### src/rtl/mem_arbiter_if.sv
// Single-outstanding request/response bus shared by the instruction, data and memory sides.
// The requester drives the master modport; the responder drives the slave modport.
interface mem_arbiter_if;
  logic        req;
  logic        wr;
  logic [1:0]  size;
  logic [31:0] addr;
  logic [31:0] wdata;
  logic        addr_ok;
  logic        data_ok;
  logic [31:0] rdata;

  modport master (
    output req, wr, size, addr, wdata,
    input  addr_ok, data_ok, rdata
  );

  modport slave (
    input  req, wr, size, addr, wdata,
    output addr_ok, data_ok, rdata
  );
endinterface

### src/rtl/mem_arbiter.sv
// Two-client arbiter (instruction/data) onto one memory port, one transaction in flight.
// Data has priority; instruction is forced after STARVE_MAX data grants while it waits.
module mem_arbiter #(
  parameter int unsigned STARVE_MAX = 3
) (
  input  logic          clk_i,
  input  logic          resetn_i,
  mem_arbiter_if.slave  inst_if,
  mem_arbiter_if.slave  data_if,
  mem_arbiter_if.master mem_if,
  input  logic          inst_cancel_i
);

  localparam int unsigned CntW = (STARVE_MAX > 0) ? $clog2(STARVE_MAX + 1) : 1;
  localparam logic [CntW-1:0] StarveMaxC = CntW'(STARVE_MAX);

  typedef enum logic [1:0] {StIdle, StReq, StWait} state_e;

  state_e          state_q, state_d;
  logic            owner_inst_q, owner_inst_d;
  logic            wr_q, wr_d;
  logic [1:0]      size_q, size_d;
  logic [31:0]     addr_q, addr_d;
  logic [31:0]     wdata_q, wdata_d;
  logic [CntW-1:0] starve_q, starve_d;
  logic            cancel_q, cancel_d;

  logic grant_inst, grant_data, inst_ok;
  logic done, inst_done, data_done;

  // A cancel seen in the idle cycle suppresses the instruction grant for that cycle.
  assign inst_ok = inst_if.req && !inst_cancel_i;

  always_comb begin
    state_d      = state_q;
    owner_inst_d = owner_inst_q;
    wr_d         = wr_q;
    size_d       = size_q;
    addr_d       = addr_q;
    wdata_d      = wdata_q;
    cancel_d     = cancel_q;
    grant_inst   = 1'b0;
    grant_data   = 1'b0;

    unique case (state_q)
      StIdle: begin
        cancel_d = 1'b0;
        if (resetn_i) begin
          if (data_if.req && !(inst_ok && starve_q == StarveMaxC)) begin
            grant_data = 1'b1;
          end else if (inst_ok) begin
            grant_inst = 1'b1;
          end
        end
        if (grant_inst) begin
          owner_inst_d = 1'b1;
          wr_d         = inst_if.wr;
          size_d       = inst_if.size;
          addr_d       = inst_if.addr;
          wdata_d      = inst_if.wdata;
          state_d      = StReq;
        end else if (grant_data) begin
          owner_inst_d = 1'b0;
          wr_d         = data_if.wr;
          size_d       = data_if.size;
          addr_d       = data_if.addr;
          wdata_d      = data_if.wdata;
          state_d      = StReq;
        end
      end
      StReq: begin
        if (owner_inst_q && inst_cancel_i) cancel_d = 1'b1;
        if (mem_if.addr_ok) state_d = StWait;
      end
      StWait: begin
        if (owner_inst_q && inst_cancel_i) cancel_d = 1'b1;
        if (mem_if.data_ok) begin
          state_d  = StIdle;
          cancel_d = 1'b0;
        end
      end
      default: state_d = StIdle;
    endcase

    if (!inst_if.req || grant_inst) begin
      starve_d = '0;
    end else if (grant_data && starve_q != StarveMaxC) begin
      starve_d = starve_q + CntW'(1);
    end else begin
      starve_d = starve_q;
    end
  end

  always_ff @(posedge clk_i or negedge resetn_i) begin
    if (!resetn_i) begin
      state_q      <= StIdle;
      owner_inst_q <= 1'b1;
      wr_q         <= 1'b0;
      size_q       <= 2'd0;
      addr_q       <= 32'd0;
      wdata_q      <= 32'd0;
      starve_q     <= '0;
      cancel_q     <= 1'b0;
    end else begin
      state_q      <= state_d;
      owner_inst_q <= owner_inst_d;
      wr_q         <= wr_d;
      size_q       <= size_d;
      addr_q       <= addr_d;
      wdata_q      <= wdata_d;
      starve_q     <= starve_d;
      cancel_q     <= cancel_d;
    end
  end

  assign done      = (state_q == StWait) && mem_if.data_ok;
  assign inst_done = done && owner_inst_q && !cancel_q && !inst_cancel_i;
  assign data_done = done && !owner_inst_q;

  assign inst_if.addr_ok = grant_inst;
  assign data_if.addr_ok = grant_data;
  assign inst_if.data_ok = inst_done;
  assign data_if.data_ok = data_done;
  assign inst_if.rdata   = inst_done ? mem_if.rdata : 32'd0;
  assign data_if.rdata   = data_done ? mem_if.rdata : 32'd0;

  assign mem_if.req   = (state_q == StReq);
  assign mem_if.wr    = wr_q;
  assign mem_if.size  = size_q;
  assign mem_if.addr  = addr_q;
  assign mem_if.wdata = wdata_q;

endmodule

### src/flat_wrapper.sv
// flat-port wrapper written by rule: the top's interface ports become plain ports
module mem_arbiter_flat 
#(
  parameter int unsigned STARVE_MAX = 3
)
  (clk_i, resetn_i, inst_cancel_i, inst_if_req, inst_if_wr, inst_if_size, inst_if_addr, inst_if_wdata, inst_if_addr_ok, inst_if_data_ok, inst_if_rdata, data_if_req, data_if_wr, data_if_size, data_if_addr, data_if_wdata, data_if_addr_ok, data_if_data_ok, data_if_rdata, mem_if_req, mem_if_wr, mem_if_size, mem_if_addr, mem_if_wdata, mem_if_addr_ok, mem_if_data_ok, mem_if_rdata);
  mem_arbiter_if inst_if_i ();
  mem_arbiter_if data_if_i ();
  mem_arbiter_if mem_if_i ();
  input  logic clk_i;
  input  logic resetn_i;
  input  logic inst_cancel_i;
  input wire logic [$bits(inst_if_i.req)-1:0] inst_if_req;
  input wire logic [$bits(inst_if_i.wr)-1:0] inst_if_wr;
  input wire logic [$bits(inst_if_i.size)-1:0] inst_if_size;
  input wire logic [$bits(inst_if_i.addr)-1:0] inst_if_addr;
  input wire logic [$bits(inst_if_i.wdata)-1:0] inst_if_wdata;
  output wire logic [$bits(inst_if_i.addr_ok)-1:0] inst_if_addr_ok;
  output wire logic [$bits(inst_if_i.data_ok)-1:0] inst_if_data_ok;
  output wire logic [$bits(inst_if_i.rdata)-1:0] inst_if_rdata;
  input wire logic [$bits(data_if_i.req)-1:0] data_if_req;
  input wire logic [$bits(data_if_i.wr)-1:0] data_if_wr;
  input wire logic [$bits(data_if_i.size)-1:0] data_if_size;
  input wire logic [$bits(data_if_i.addr)-1:0] data_if_addr;
  input wire logic [$bits(data_if_i.wdata)-1:0] data_if_wdata;
  output wire logic [$bits(data_if_i.addr_ok)-1:0] data_if_addr_ok;
  output wire logic [$bits(data_if_i.data_ok)-1:0] data_if_data_ok;
  output wire logic [$bits(data_if_i.rdata)-1:0] data_if_rdata;
  output wire logic [$bits(mem_if_i.req)-1:0] mem_if_req;
  output wire logic [$bits(mem_if_i.wr)-1:0] mem_if_wr;
  output wire logic [$bits(mem_if_i.size)-1:0] mem_if_size;
  output wire logic [$bits(mem_if_i.addr)-1:0] mem_if_addr;
  output wire logic [$bits(mem_if_i.wdata)-1:0] mem_if_wdata;
  input wire logic [$bits(mem_if_i.addr_ok)-1:0] mem_if_addr_ok;
  input wire logic [$bits(mem_if_i.data_ok)-1:0] mem_if_data_ok;
  input wire logic [$bits(mem_if_i.rdata)-1:0] mem_if_rdata;
  assign inst_if_i.req = inst_if_req;
  assign inst_if_i.wr = inst_if_wr;
  assign inst_if_i.size = inst_if_size;
  assign inst_if_i.addr = inst_if_addr;
  assign inst_if_i.wdata = inst_if_wdata;
  assign inst_if_addr_ok = inst_if_i.addr_ok;
  assign inst_if_data_ok = inst_if_i.data_ok;
  assign inst_if_rdata = inst_if_i.rdata;
  assign data_if_i.req = data_if_req;
  assign data_if_i.wr = data_if_wr;
  assign data_if_i.size = data_if_size;
  assign data_if_i.addr = data_if_addr;
  assign data_if_i.wdata = data_if_wdata;
  assign data_if_addr_ok = data_if_i.addr_ok;
  assign data_if_data_ok = data_if_i.data_ok;
  assign data_if_rdata = data_if_i.rdata;
  assign mem_if_req = mem_if_i.req;
  assign mem_if_wr = mem_if_i.wr;
  assign mem_if_size = mem_if_i.size;
  assign mem_if_addr = mem_if_i.addr;
  assign mem_if_wdata = mem_if_i.wdata;
  assign mem_if_i.addr_ok = mem_if_addr_ok;
  assign mem_if_i.data_ok = mem_if_data_ok;
  assign mem_if_i.rdata = mem_if_rdata;
  mem_arbiter #(.STARVE_MAX(STARVE_MAX)) u_core (.clk_i(clk_i), .resetn_i(resetn_i), .inst_if(inst_if_i), .data_if(data_if_i), .mem_if(mem_if_i), .inst_cancel_i(inst_cancel_i));
endmodule
### config.mk
export PLATFORM = sky130hd
export DESIGN_NAME = mem_arbiter_flat
export DESIGN_NICKNAME = d
export VERILOG_FILES = /design/src/rtl/mem_arbiter_if.sv /design/src/rtl/mem_arbiter.sv /design/src/flat_wrapper.sv
export SDC_FILE = /design/constraint.sdc
export NUM_CORES = 1
export LEC_CHECK = 0
export CAP_MARGIN = 30
export CORE_ASPECT_RATIO = 1.4
export CORE_MARGIN = 4
export CORE_UTILIZATION = 25
export DETAILED_ROUTE_END_ITERATION = 8
export MAX_ROUTING_LAYER = met4
export PLACE_DENSITY_LB_ADDON = 0.2
export SYNTH_ARGS = -nofsm -noshare
export SYNTH_HDL_FRONTEND = slang
export SYNTH_SLANG_ARGS = --single-unit
export TNS_END_PERCENT = 1
### constraint.sdc
create_clock -name clk_i -period 1.9 [get_ports clk_i]
set_input_delay 0.475 -clock clk_i [delete_from_list [all_inputs] [get_ports clk_i]]
set_output_delay 0.475 -clock clk_i [all_outputs]
set_load 0.1 [all_outputs]
* After elaboration in Yosys (flattened, before gate mapping) *
Cells that the tools add are included.

storage, ports and cells
  register bits = 73
  bits of input ports = 173
  output and inout port bits = 136
  logic and storage cells = 69

cells by class
  add/subtract/negate cells = 1
  eq/ne operators = 7
  mux-type cells = 31
  reduce and logical (&&, ||, !) cells = 22

operators by type and width
  cell                                                                      number
  32-bit 2-to-1 mux                                                         6
  2-bit 2-to-1 mux                                                          8
  1-bit 2-to-1 mux                                                          15
  1-bit logical AND                                                         10
  2-bit one-hot mux with 3 select lines                                     1
  1-bit logical NOT                                                         5
  2-bit equality test (second input constant)                               2
  2-bit inequality test (second input constant)                             2
  2-bit nonzero test                                                        2
  3-bit by 1-bit inequality test with 1-bit output (second input constant)  1
  1-bit one-hot mux with 3 select lines                                     1
  3-bit AND reduction                                                       1
  3-bit nonzero test                                                        1
  2-bit by 1-bit adder with 2-bit output (second input constant)            1
  2-bit by 1-bit equality test with 1-bit output (second input constant)    1
  2-bit logical NOT                                                         1
  2-bit by 1-bit inequality test with 1-bit output (second input constant)  1
  2-bit AND reduction                                                       1
  1-bit logical OR                                                          1

* Longest topological paths before layout *
Gate-level depths: netlist (run 1).

  depth in word-level cells = 12
  mapped depth = 8
  mapped depth without buffers = 6

* Worst setup path after synthesis (run 1) *
Ideal clock, no wire load.

  kind = reg2out
  start = reg u_core.state_q[0]
  end = out inst_if_rdata[10]
  data arrival time = 2.951 ns
  data required time = 1.425 ns
  path slack = -1.526 ns
  stages on the path, launching flop included = 7
  buffers on the path = 1
  cells stage by stage = dfrtp_1 -> inv_1 -> ha_1 -> nand2_1 -> nor4b_2 -> clkbuf_1 -> and2_1

between the ends
  word-level cells in the longest chain between the ends = 6

RTL lines
  what                             RTL line            text
  start: declaration               mem_arbiter.sv:19   state_e state_q, state_d;
  start signal: assignment         mem_arbiter.sv:96   state_q <= StIdle;
  start signal: assignment         mem_arbiter.sv:105  state_q <= state_d;
  2-bit equality test              mem_arbiter.sv:116  assign done = (state_q == StWait) && mem_if.data_ok;
  1-bit logical AND                mem_arbiter.sv:116
  1-bit logical AND (3 in series)  mem_arbiter.sv:117  assign inst_done = done && owner_inst_q && !cancel_q && !inst_cancel_i;
  via inst_if_data_ok              flat_wrapper.sv:19  output wire logic [$bits(inst_if_i.data_ok)-1:0] inst_if_data_ok;
  32-bit 2-to-1 mux                mem_arbiter.sv:124  assign inst_if.rdata = inst_done ? mem_if.rdata : 32'd0;
  end: declaration                 flat_wrapper.sv:20  output wire logic [$bits(inst_if_i.rdata)-1:0] inst_if_rdata;

The timed path passes the listed nets, and every way through them passes these cells.

* Final worst setup path (run 1) *
  start = reg u_core.state_q[0]
  end = out inst_if_rdata[20]

between the ends
  word-level cells in the longest chain between the ends = 6

RTL lines
  what                             RTL line
  2-bit equality test              mem_arbiter.sv:116
  1-bit logical AND                mem_arbiter.sv:116
  1-bit logical AND (3 in series)  mem_arbiter.sv:117
  32-bit 2-to-1 mux                mem_arbiter.sv:124

No other way between the ends.

==> results.md, run 1 <==
- Max Used Layer: met4
- R2R Setup Slk: roughly 0.16 ns
- Critical path class: reg -> out
- Clock buffer depth: 2
- Max FO, Critical Path: 33
- Fin Setup TNS: -23.86 ns
- DP Cell Count: 911
- Fin. Hold Viols: 0
- Avg WL per Cell: 17.0 um
- Die Y: 156 um
- RD Place Congestion: 0.879
- CP endpoint: inst_if_rdata[20]
- Post-CTS setup buffer count: 0
- Max frequency: 429 MHz
- Number of clock sinks: 73
- DRC viols: 0
- Worst-margin pin slew: approximately 0.71 ns
- Pwr Total: 16800 uW
- Startpoint Class: flip-flop
- Most frequent cells in the layout: 167 x clkdlybuf4s50_1, 142 x buf_12, 72 x dfrtp_1
- Pre-CTS setup slack: -0.490 ns
- Fill count: 1215
- Synth Cell Area: ~4000 um^2
- RSZ-0062 raised after global routing: yes
- Drt first pass iters: 4
- Tot GR Track Use: 17.9%
- Final setup viols: 68
- Clock Root Buffer: clkbuf_16
- Post-route setup slack: -0.432 ns
- Most common cell after layout, fill and taps aside: clkdlybuf4s50_1
- Synthesized flop and latch total: 73
- Post-DRT Antenna Nets: 0
- Initial Utilization: approximately 26%
- Slew headroom: 52.6%
- Setup Skew: 0.00535 ns
- Row count: 53
- Grt total ovfl: 0
- Nets: slightly above 900
- Core area: 15200 um^2
- H-Tree Depth: 3
- First-pass GRT wire length: 23400 um
- Post-Synthesis Cells: 404
- Seq/Total Area, Yosys: 46.9%
- Peak VDD IR: roughly 1.1 mV
- Met2 wire length: 8090 um
- Max-slew violations: 0
- Die Area: ~18000 um^2
- Vias in the first global route: around 4400
- Area Overhead vs Synth: 140%
- Fin cells: 926
- Pwr dens: about 1800 nW/um^2
- Period utilization: 123%
- Reg2reg start: u_core.starve_q[1]$_DFFE_PN0P_
- Initial antenna violation count: 0
- Required @ worst endpoint: 1.42 ns
- Syn Area/Cell: 9.64 um^2
- Crit. Startpoint: u_core.state_q[0]$_DFFE_PN0P_
- Max_cap viols: 0
- Synth cell types: 28
- DRT iter0 DRCs: 139
- YS warnings: 0
- Outcome: finished, violations left
- Share of cells above drive strength 1: 36.4%
- Vias per cell: between 4 and 5
- Leakage: 0.00445 uW
- Wire length on met1: 5560 um
- Kind of end point of the critical path: output port
- Hold WC Path Type: in -> async
- CTS buffer count: 9
- Failing checks: negative setup slack
- Worst r2r path cells: 7
- Mapped Nets: 582
- Total number of vias: 4105
- Worst r2r dst: u_core.mem_if.wdata[7]$_DFFE_PN0P_
- Clock period minus worst slack: roughly 2.3 ns
- CTS clk-pin slew, worst paths: 0.06 ns
- # IOs: between 300 and 400
- Port buffer count: 308
- Dpl hpwl: 13500 um
- Die W: 114 um
- Routed WL: 15800 um
- Detail Route met3 WL: approximately 1700 um
- Clock latency on the worst-skew pair: 0.33 ns
- CTS tree: built
- Largest net degree at the start of global routing: between 70 and 80
- # diodes: 0
- Critical Path AT: 1.86 ns
final cells by class:
cell class,count,area [um^2],area share (%)
inverters,5,21.3,0.227
clock buffers,10,229,2.45
repair buffers,343,4780,51.1
multi-input cells,298,2150,23.0
well taps,192,240,2.57
flip-flops and latches,73,1830,19.6
clock inverters,5,104,1.11
cell usage after synthesis:
| cell | number | area share (%) |
|---|---|---|
| nor2_1 | 4 | 0.39 |
| nand2_1 | 69 | 6.6 |
| nand4b_1 | 1 | 0.22 |
| mux2i_1 | 68 | 17 |
| nor4b_2 | 1 | 0.39 |
| and2_1 | 64 | 10 |
| ha_1 | 5 | 1.6 |
| nor2_2 | 1 | 0.16 |
| o21ai_0 | 58 | 7.5 |
| buf_2 | 7 | 0.90 |
| a21oi_1 | 3 | 0.39 |
| dfstp_2 | 1 | 0.67 |
| nand3_1 | 2 | 0.26 |
| nor2b_1 | 1 | 0.16 |
| inv_1 | 5 | 0.48 |
| xor2_1 | 1 | 0.22 |
| a2bb2oi_1 | 1 | 0.22 |
| nand2b_1 | 1 | 0.16 |
| buf_4 | 5 | 0.96 |
| o22ai_1 | 1 | 0.16 |
| a21o_1 | 2 | 0.39 |
| a31oi_1 | 1 | 0.16 |
| o211ai_2 | 1 | 0.32 |
| o21ai_1 | 12 | 1.5 |
| clkbuf_1 | 14 | 1.3 |
| dfrtp_1 | 72 | 46 |
| buf_6 | 2 | 0.58 |
| nor2b_2 | 1 | 0.22 |
sequential cells by signal, summed over array words and instances (netlist names):
signal / flops
u_core.state_q: 2
u_core.mem_if.wr: 1
u_core.mem_if.size: 2
u_core.starve_q: 2
u_core.mem_if.wdata: 32
u_core.mem_if.addr: 32
u_core.owner_inst_q: 1
u_core.cancel_q: 1
metal layers:
layer / global-route usage [%] / vias up
li1: - / 2007
met1: 17.7 / 1841
met2: 31.7 / 236
met3: 7.06 / 21
met4: 6.19 / 0
met5: - / -
worst max-delay path, stage by stage, from the launching register on:
cell and delay (ns):
dfrtp_1 0.39, inv_2 0.08, ha_4 0.14, nand2_4 0.05
nor4b_4 0.27, buf_12 0.22, and2_2 0.19, buf_12 0.17
worst min path at each step:
stage                     slack [ns]                                from                                 end  cells after the start
after floorplan                 0.18                            resetn_i         u_core.cancel_q$_DFFE_PN0P_                      0
after global placement          0.51      u_core.starve_q[1]$_DFFE_PN0P_      u_core.starve_q[1]$_DFFE_PN0P_                      2
after detailed placement        0.53  u_core.mem_if.wdata[6]$_DFFE_PN0P_  u_core.mem_if.wdata[6]$_DFFE_PN0P_                      2
after CTS                       0.19                            resetn_i       u_core.state_q[0]$_DFFE_PN0P_                      2
after global routing            0.22                            resetn_i       u_core.state_q[0]$_DFFE_PN0P_                      2
final                           0.20                            resetn_i         u_core.cancel_q$_DFFE_PN0P_                      2
metrics by stage:
| stage | hold slack [ns] | instance area, um^2 | utilization (%) |
|---|---|---|---|
| 3_3_place_gp | 0.515 | 8950 | 58.9 |
| 4_1_cts | 0.188 | 9310 | 61.3 |
| 6_report | 0.204 | 9350 | 61.6 |
| 2_1_floorplan | 0.179 | 4110 | - |
| 3_5_place_dp | 0.533 | 8950 | 58.9 |
| 5_1_grt | 0.218 | 9350 | 61.6 |
logic make-up after synthesis:
| kind of cell | Yosys count | synth area share [%] |
|---|---|---|
| adder cells (fa/ha/maj) | 5 | 1.61 |
| AND/OR/NAND/NOR | 145 | 18.9 |
| XOR/XNOR | 1 | 0.225 |
| AO/OA/AOI/OAI | 79 | 10.6 |
| multiplexers | 68 | 17.5 |
| flip-flops | 73 | 46.9 |
| buffers and inverters | 33 | 4.27 |
where the power goes:
part,switching (uW),internal [uW],total [uW]
clock network,641,1280,1920
logic,7680,4190,11900
registers,753,2280,3030
what timing repair did:
item	in CTS	in global routing
gates resized for setup	11	8
pin swaps	14	10
hold buffers	0	0
setup endpoints to repair	69	68
Note: power is estimated with default switching activity, not from simulation.
==> inputs of run 2 (changes only) <==
==> constraint.sdc (replaced) <==
create_clock -name clk_i -period 1.9 [get_ports clk_i]
set_input_delay 0.475 -clock clk_i [delete_from_list [all_inputs] [get_ports clk_i]]
set_output_delay 0.475 -clock clk_i [all_outputs]
set_load 0.01 [all_outputs]
==> results.md, run 2 (synthesis results as in run 1) <==
- Leakage: 0.00385 uW (-13%)
- R2R Setup Slk: 0.09 ns (-0.07 ns)
- Row count: 53 (unchanged)
- GRT met3 Usage: 4.73% (-2.3 points)
- RSZ-0062 raised after global routing: yes
- Vias per cell: 4.45 (+0.29%)
- Dpl hpwl: 12800 um (-5.3%)
- Kind of end point of the critical path: output port
- Most Crowded Layer GR: met2
- Peak VDD IR: 0.496 mV (-55%)
- Startpoint Class: flip-flop
- Initial antenna violation count: 1 (+1)
- Post-route setup slack: -0.521 ns (-0.0884 ns)
- First-pass GRT wire length: 22200 um (-5.0%)
- Max_cap viols: 0 (unchanged)
- Slew headroom: 39.7% (-13 points)
- Max FO, Critical Path: 8 (-76%)
- Grt total ovfl: 0 (unchanged)
- Outcome: finished, violations left
- Period utilization: 127% (+4.7 points)
- Clock latency on the worst-skew pair: 0.32 ns (about the same)
- Final setup viols: 68 (unchanged)
- Hold WS: 0.110 ns (-0.0934 ns)
- Worst r2r dst: u_core.mem_if.addr[6]$_DFFE_PN0P_
- DP Cell Count: 903 (-0.88%)
- Clock Root Buffer: clkbuf_16
- Share of cells above drive strength 1: 19.9% (-16 points)
- Worst r2r path cells: 7 (unchanged)
- Hold WC Path Type: in -> async
- Total number of vias: 4117 (+0.29%)
- Die Y: 156 um (unchanged)
- Fin cells: 926 (unchanged)
- Setup Skew: 0.00517 ns (-0.000173 ns)
- Fill count: 1462 (+20%)
- Reg2reg start: u_core.starve_q[0]$_DFFE_PN0P_
- Avg WL per Cell: 17.4 um (+2.3%)
- CTS buffer count: 9 (unchanged)
- Number of clock sinks: 73 (unchanged)
- CTS clk-pin slew, worst paths: 0.06 ns (about the same)
- Initial Utilization: 25.7% (unchanged)
- Met2 usage: 30.6% (-1.1 points)
- Die Area: 17700 um^2 (unchanged)
- # IOs: 309 (unchanged)
- DRC viols: 0 (unchanged)
- Fin. Hold Viols: 0 (unchanged)
- Post-DRT Antenna Nets: 0 (unchanged)
- Pwr dens: 1130 nW/um^2 (-37%)
- Port buffer count: 308 (unchanged)
- Critical Path AT: 1.95 ns (+0.09 ns)
- Nets: 906 (-0.22%)
- Tot GR Track Use: 16.9% (-0.96 points)
- Clock period minus worst slack: 2.42 ns (+0.0884 ns)
- Vias in the first global route: 4204 (-3.8%)
- DRT iter0 DRCs: 140 (+0.72%)
- Failing checks: negative setup slack
- Most frequent cells in the layout: 235 x clkdlybuf4s50_1, 72 x dfrtp_1, 68 x nand2_1
- Worst-margin pin slew: 0.905 ns (+0.195 ns)
- Max-slew violations: 0 (unchanged)
- Clock buffer depth: 2 (unchanged)
- H-Tree Depth: 3 (unchanged)
- RD Place Congestion: 0.956 (+8.8%)
- CTS tree: built
- Largest net degree at the start of global routing: 74 (+1.4%)
- Routed WL: 16100 um (+2.3%)
- Max frequency: 413 MHz (-3.7%)
- Area Overhead vs Synth: 95.6%
- Core area: 15200 um^2 (unchanged)
- Met1 Use GR: 17.4% (-0.24 points)
- Die W: 114 um (unchanged)
- Drt first pass iters: 4 (unchanged)
- Required @ worst endpoint: 1.42 ns (about the same)
- Most common cell after layout, fill and taps aside: clkdlybuf4s50_1
- Critical path class: reg -> out
[run 2: cell types whose count changed in the layout (fill, tap and decap cells not counted), sizes merged, moves of 2 or more]
| cell | delta |
|---|---|
| buf | -72 |
| dlygate4sd2 | -2 |
| bufinv | -2 |
| clkdlybuf4s50 | +68 |
| clkbuf | +3 |
[run 2: stage by stage]
| step | setup TNS [ns] | instance area (um^2) | util, % | total power [uW] | setup WS, ns |
|---|---|---|---|---|---|
| finish | -24.81 | 7620 | 50.2 | 8590 | -0.521 |
| global route | -31.33 | 7620 | 50.2 | 9150 | -0.615 |
| CTS | -27.80 | 7780 | 51.2 | 8650 | -0.605 |
| detailed placement | -83.55 | 7360 | 48.5 | 6890 | -0.854 |
| global placement | -79.52 | 7360 | 48.5 | 6810 | -0.819 |
| floorplan | -0.585 | 3910 | - | 4140 | -0.0223 |
[run 2: worst max path at each step]
stage | from | cells past startpoint | endpoint | slack, ns
2_1_floorplan | u_core.state_q[0]$_DFFE_PN0P_ | 6 | inst_if_rdata[0] | -0.02
3_3_place_gp | mem_if_data_ok | 6 | inst_if_rdata[22] | -0.82
3_5_place_dp | mem_if_data_ok | 6 | inst_if_rdata[22] | -0.85
4_1_cts | u_core.state_q[0]$_DFFE_PN0P_ | 7 | data_if_rdata[0] | -0.60
5_1_grt | u_core.state_q[0]$_DFFE_PN0P_ | 8 | inst_if_rdata[13] | -0.61
6_report | u_core.state_q[0]$_DFFE_PN0P_ | 8 | inst_if_rdata[13] | -0.52
[run 2: layer usage]
layer | vias to the layer above | part of all wire [%]
met3 | 16 | 8.2
met4 | 0 | 2.3
li1 | 2006 | -
met1 | 1861 | 37
met2 | 234 | 53
met5 | - | 0
[run 2: cell type report]
type | instances | area (um^2) | share of cell area (%)
antenna | 1 | 2.50 | 0.0328
clock buffer | 11 | 233 | 3.05
clock inverter | 5 | 63.8 | 0.837
inverter | 5 | 18.8 | 0.246
multi-input combinational | 298 | 2030 | 26.6
sequential | 73 | 1830 | 24.0
tap | 192 | 240 | 3.15
timing repair buffer | 341 | 3210 | 42.1
[run 2: where the power goes]
part	leakage, uW	internal [uW]	switching (uW)	total [uW]
combinational	0.00280	2340	1890	4230
clock	0.000140	1030	664	1690
sequential	0.000910	2280	390	2670
[run 2: what timing repair did]
action,4_1_cts,5_1_grt
gates resized for setup,203,124
endpoints found under the setup margin,126,92
pin swaps,0,10
hold buffers,0,0
buffers inserted,0,3
gates cloned,0,3
[run 2: critical path, cell delays in order (launching register included)]
cell	delay, ns
dfrtp_1	0.38
inv_2	0.09
ha_4	0.15
nand2_4	0.06
nor4b_4	0.35
buf_4	0.21
buf_6	0.14
and2_1	0.12
buf_2	0.12
==> inputs of run 3 (changes only) <==
--- a/config.mk
+++ b/config.mk
@@ -12,6 +12,7 @@
 export DETAILED_ROUTE_END_ITERATION = 8
 export MAX_ROUTING_LAYER = met4
 export PLACE_DENSITY_LB_ADDON = 0.2
+export SLEW_MARGIN = 15
 export SYNTH_ARGS = -nofsm -noshare
 export SYNTH_HDL_FRONTEND = slang
 export SYNTH_SLANG_ARGS = --single-unit
==> results.md, run 3 (synthesis results as in run 1) <==
- Row count: 53 (unchanged)
- H-Tree Depth: 3 (unchanged)
- Die W: 114 um (unchanged)
- Required @ worst endpoint: 1.42 ns (about the same)
- Pwr dens: 1120 nW/um^2 (-0.27%)
- Max FO, Critical Path: 8 (unchanged)
- Max frequency: 413 MHz (about the same)
- Hold WS: 0.110 ns (-0.000408 ns)
- RD Place Congestion: 0.956 (unchanged)
- Dpl hpwl: 12800 um (unchanged)
- Placed Area: 7360 um^2 (unchanged)
- Most frequent cells in the layout: 235 x clkdlybuf4s50_1, 72 x dfrtp_1, 68 x nand2_1
- Final Core Density: 50.4% (+0.18 points)
- Area Overhead vs Synth: 96.3%
- Grt total ovfl: 0 (unchanged)
- Nets: 907 (+0.11%)
- Area occupied by multi-input gates: 2030 um^2 (unchanged)
- Tot GR Track Use: 16.9% (unchanged)
- Critical path class: reg -> out
- Fill count: 1459 (-0.21%)
- Drt first pass iters: 4 (unchanged)
- Max-slew violations: 0 (unchanged)
- Initial Utilization: 25.7% (unchanged)
- DRT iter0 DRCs: 142 (+1.4%)
- Share of cells above drive strength 1: 20.0% (+0.11 points)
- Most common cell after layout, fill and taps aside: clkdlybuf4s50_1
- Fin. Hold Viols: 0 (unchanged)
- Initial antenna violation count: 1 (unchanged)
- Outcome: finished, violations left
- Clock period minus worst slack: 2.42 ns (-0.000697 ns)
- Post-DRT Antenna Nets: 0 (unchanged)
- Post-route setup slack: -0.520 ns (+0.000697 ns)
- Total number of vias: 4132 (+0.36%)
- Slew headroom: 79.5% (+40 points)
- RSZ-0062 raised after global routing: yes
- Pwr Total: 8590 uW (about the same)
- Largest net degree at the start of global routing: 74 (unchanged)
- Port buffer count: 308 (unchanged)
- Vias per cell: 4.46 (+0.26%)
- Clock latency on the worst-skew pair: 0.33 ns (about the same)
- Critical Path AT: 1.94 ns (about the same)
- Peak VDD IR: 0.497 mV (+0.20%)
- Avg WL per Cell: 17.4 um (about the same)
- Period utilization: 127% (about the same)
- Post-Layout Inst Area: 7650 um^2 (+0.36%)
- Clock Root Buffer: clkbuf_16
- First-pass GRT wire length: 22200 um (unchanged)
- Max_cap viols: 0 (unchanged)
- CTS buffer count: 9 (unchanged)
- Pre-CTS setup slack: -0.854 ns (unchanged)
- CTS clk-pin slew, worst paths: 0.06 ns (about the same)
- Failing checks: negative setup slack
- Core area: 15200 um^2 (unchanged)
- Die Area: 17700 um^2 (unchanged)
- Register area: 1830 um^2 (unchanged)
- Hold WC Path Type: in -> async
- Kind of end point of the critical path: output port
- Number of clock sinks: 73 (unchanged)
- Startpoint Class: flip-flop
- DRC viols: 0 (unchanged)
- Clock buffer depth: 2 (unchanged)
- # IOs: 309 (unchanged)
- Worst r2r path cells: 7 (unchanged)
- Hold-fix buffers, CTS: 0 (unchanged)
- Routed WL: 16100 um (about the same)
- Final setup viols: 68 (unchanged)
- Die Y: 156 um (unchanged)
- Vias in the first global route: 4204 (unchanged)
- Leakage: 0.00386 uW (+0.33%)
- Setup Skew: 0.00526 ns (+0.0000855 ns)
- CTS tree: built
- Worst-margin pin slew: 0.307 ns (-0.598 ns)
run 3: worst paths after layout:
check / from / to / slack [ns]
max in group asynchronous: resetn_i / u_core.mem_if.addr[1]$_DFFE_PN0P_ / 1.12
min reg2reg: u_core.mem_if.wdata[5]$_DFFE_PN0P_ / u_core.mem_if.wdata[5]$_DFFE_PN0P_ / 0.48
max reg2reg: u_core.starve_q[0]$_DFFE_PN0P_ / u_core.mem_if.addr[6]$_DFFE_PN0P_ / 0.09
min: resetn_i / u_core.state_q[0]$_DFFE_PN0P_ / 0.11
max: u_core.state_q[0]$_DFFE_PN0P_ / inst_if_rdata[13] / -0.52
min in group clk_i: u_core.mem_if.wdata[5]$_DFFE_PN0P_ / u_core.mem_if.wdata[5]$_DFFE_PN0P_ / 0.48
run 3: repair_timing:
| item | in CTS | in global routing |
|---|---|---|
| cloned | 0 | 3 |
| buffers inserted | 0 | 3 |
| gates resized for setup | 203 | 124 |
| pin swaps | 0 | 10 |
| setup endpoints to repair | 126 | 92 |
run 3: critical path: stages, from the launching register on:
cell	delay [ns]
dfrtp_1	0.38
inv_2	0.09
ha_4	0.15
nand2_4	0.06
nor4b_4	0.35
buf_4	0.21
buf_6	0.14
and2_1	0.12
buf_2	0.12
run 3: power by group:
group          internal (uW)  total [uW]  switching (uW)
clock network           1030        1690             661
logic                   2340        4240            1890
registers               2280        2670             391
total                   5650        8590            2950
run 3: layer usage:
layer | vias to the layer above | wire length [um] | track usage, %
met2 | 234 | 8550 | 30.6
li1 | 2009 | - | -
met4 | 0 | 372 | 5.84
met5 | - | 0 | -
met1 | 1873 | 5900 | 17.4
met3 | 16 | 1320 | 4.73
run 3: stage by stage:
step	instances	setup TNS [ns]
after floorplan	404	-0.585
after global placement	903	-79.52
after global routing	927	-31.33
after CTS	919	-27.80
after detailed placement	903	-83.55
final	927	-24.83
run 3: cell type report:
type / instances / area share (%)
Tap cell: 192 / 3.14
Antenna cell: 1 / 0.0327
Inverter: 5 / 0.245
Clock buffer: 11 / 3.04
Sequential cell: 73 / 23.9
Multi-Input combinational cell: 298 / 26.5
Clock inverter: 5 / 0.834
Timing Repair Buffer: 342 / 42.3
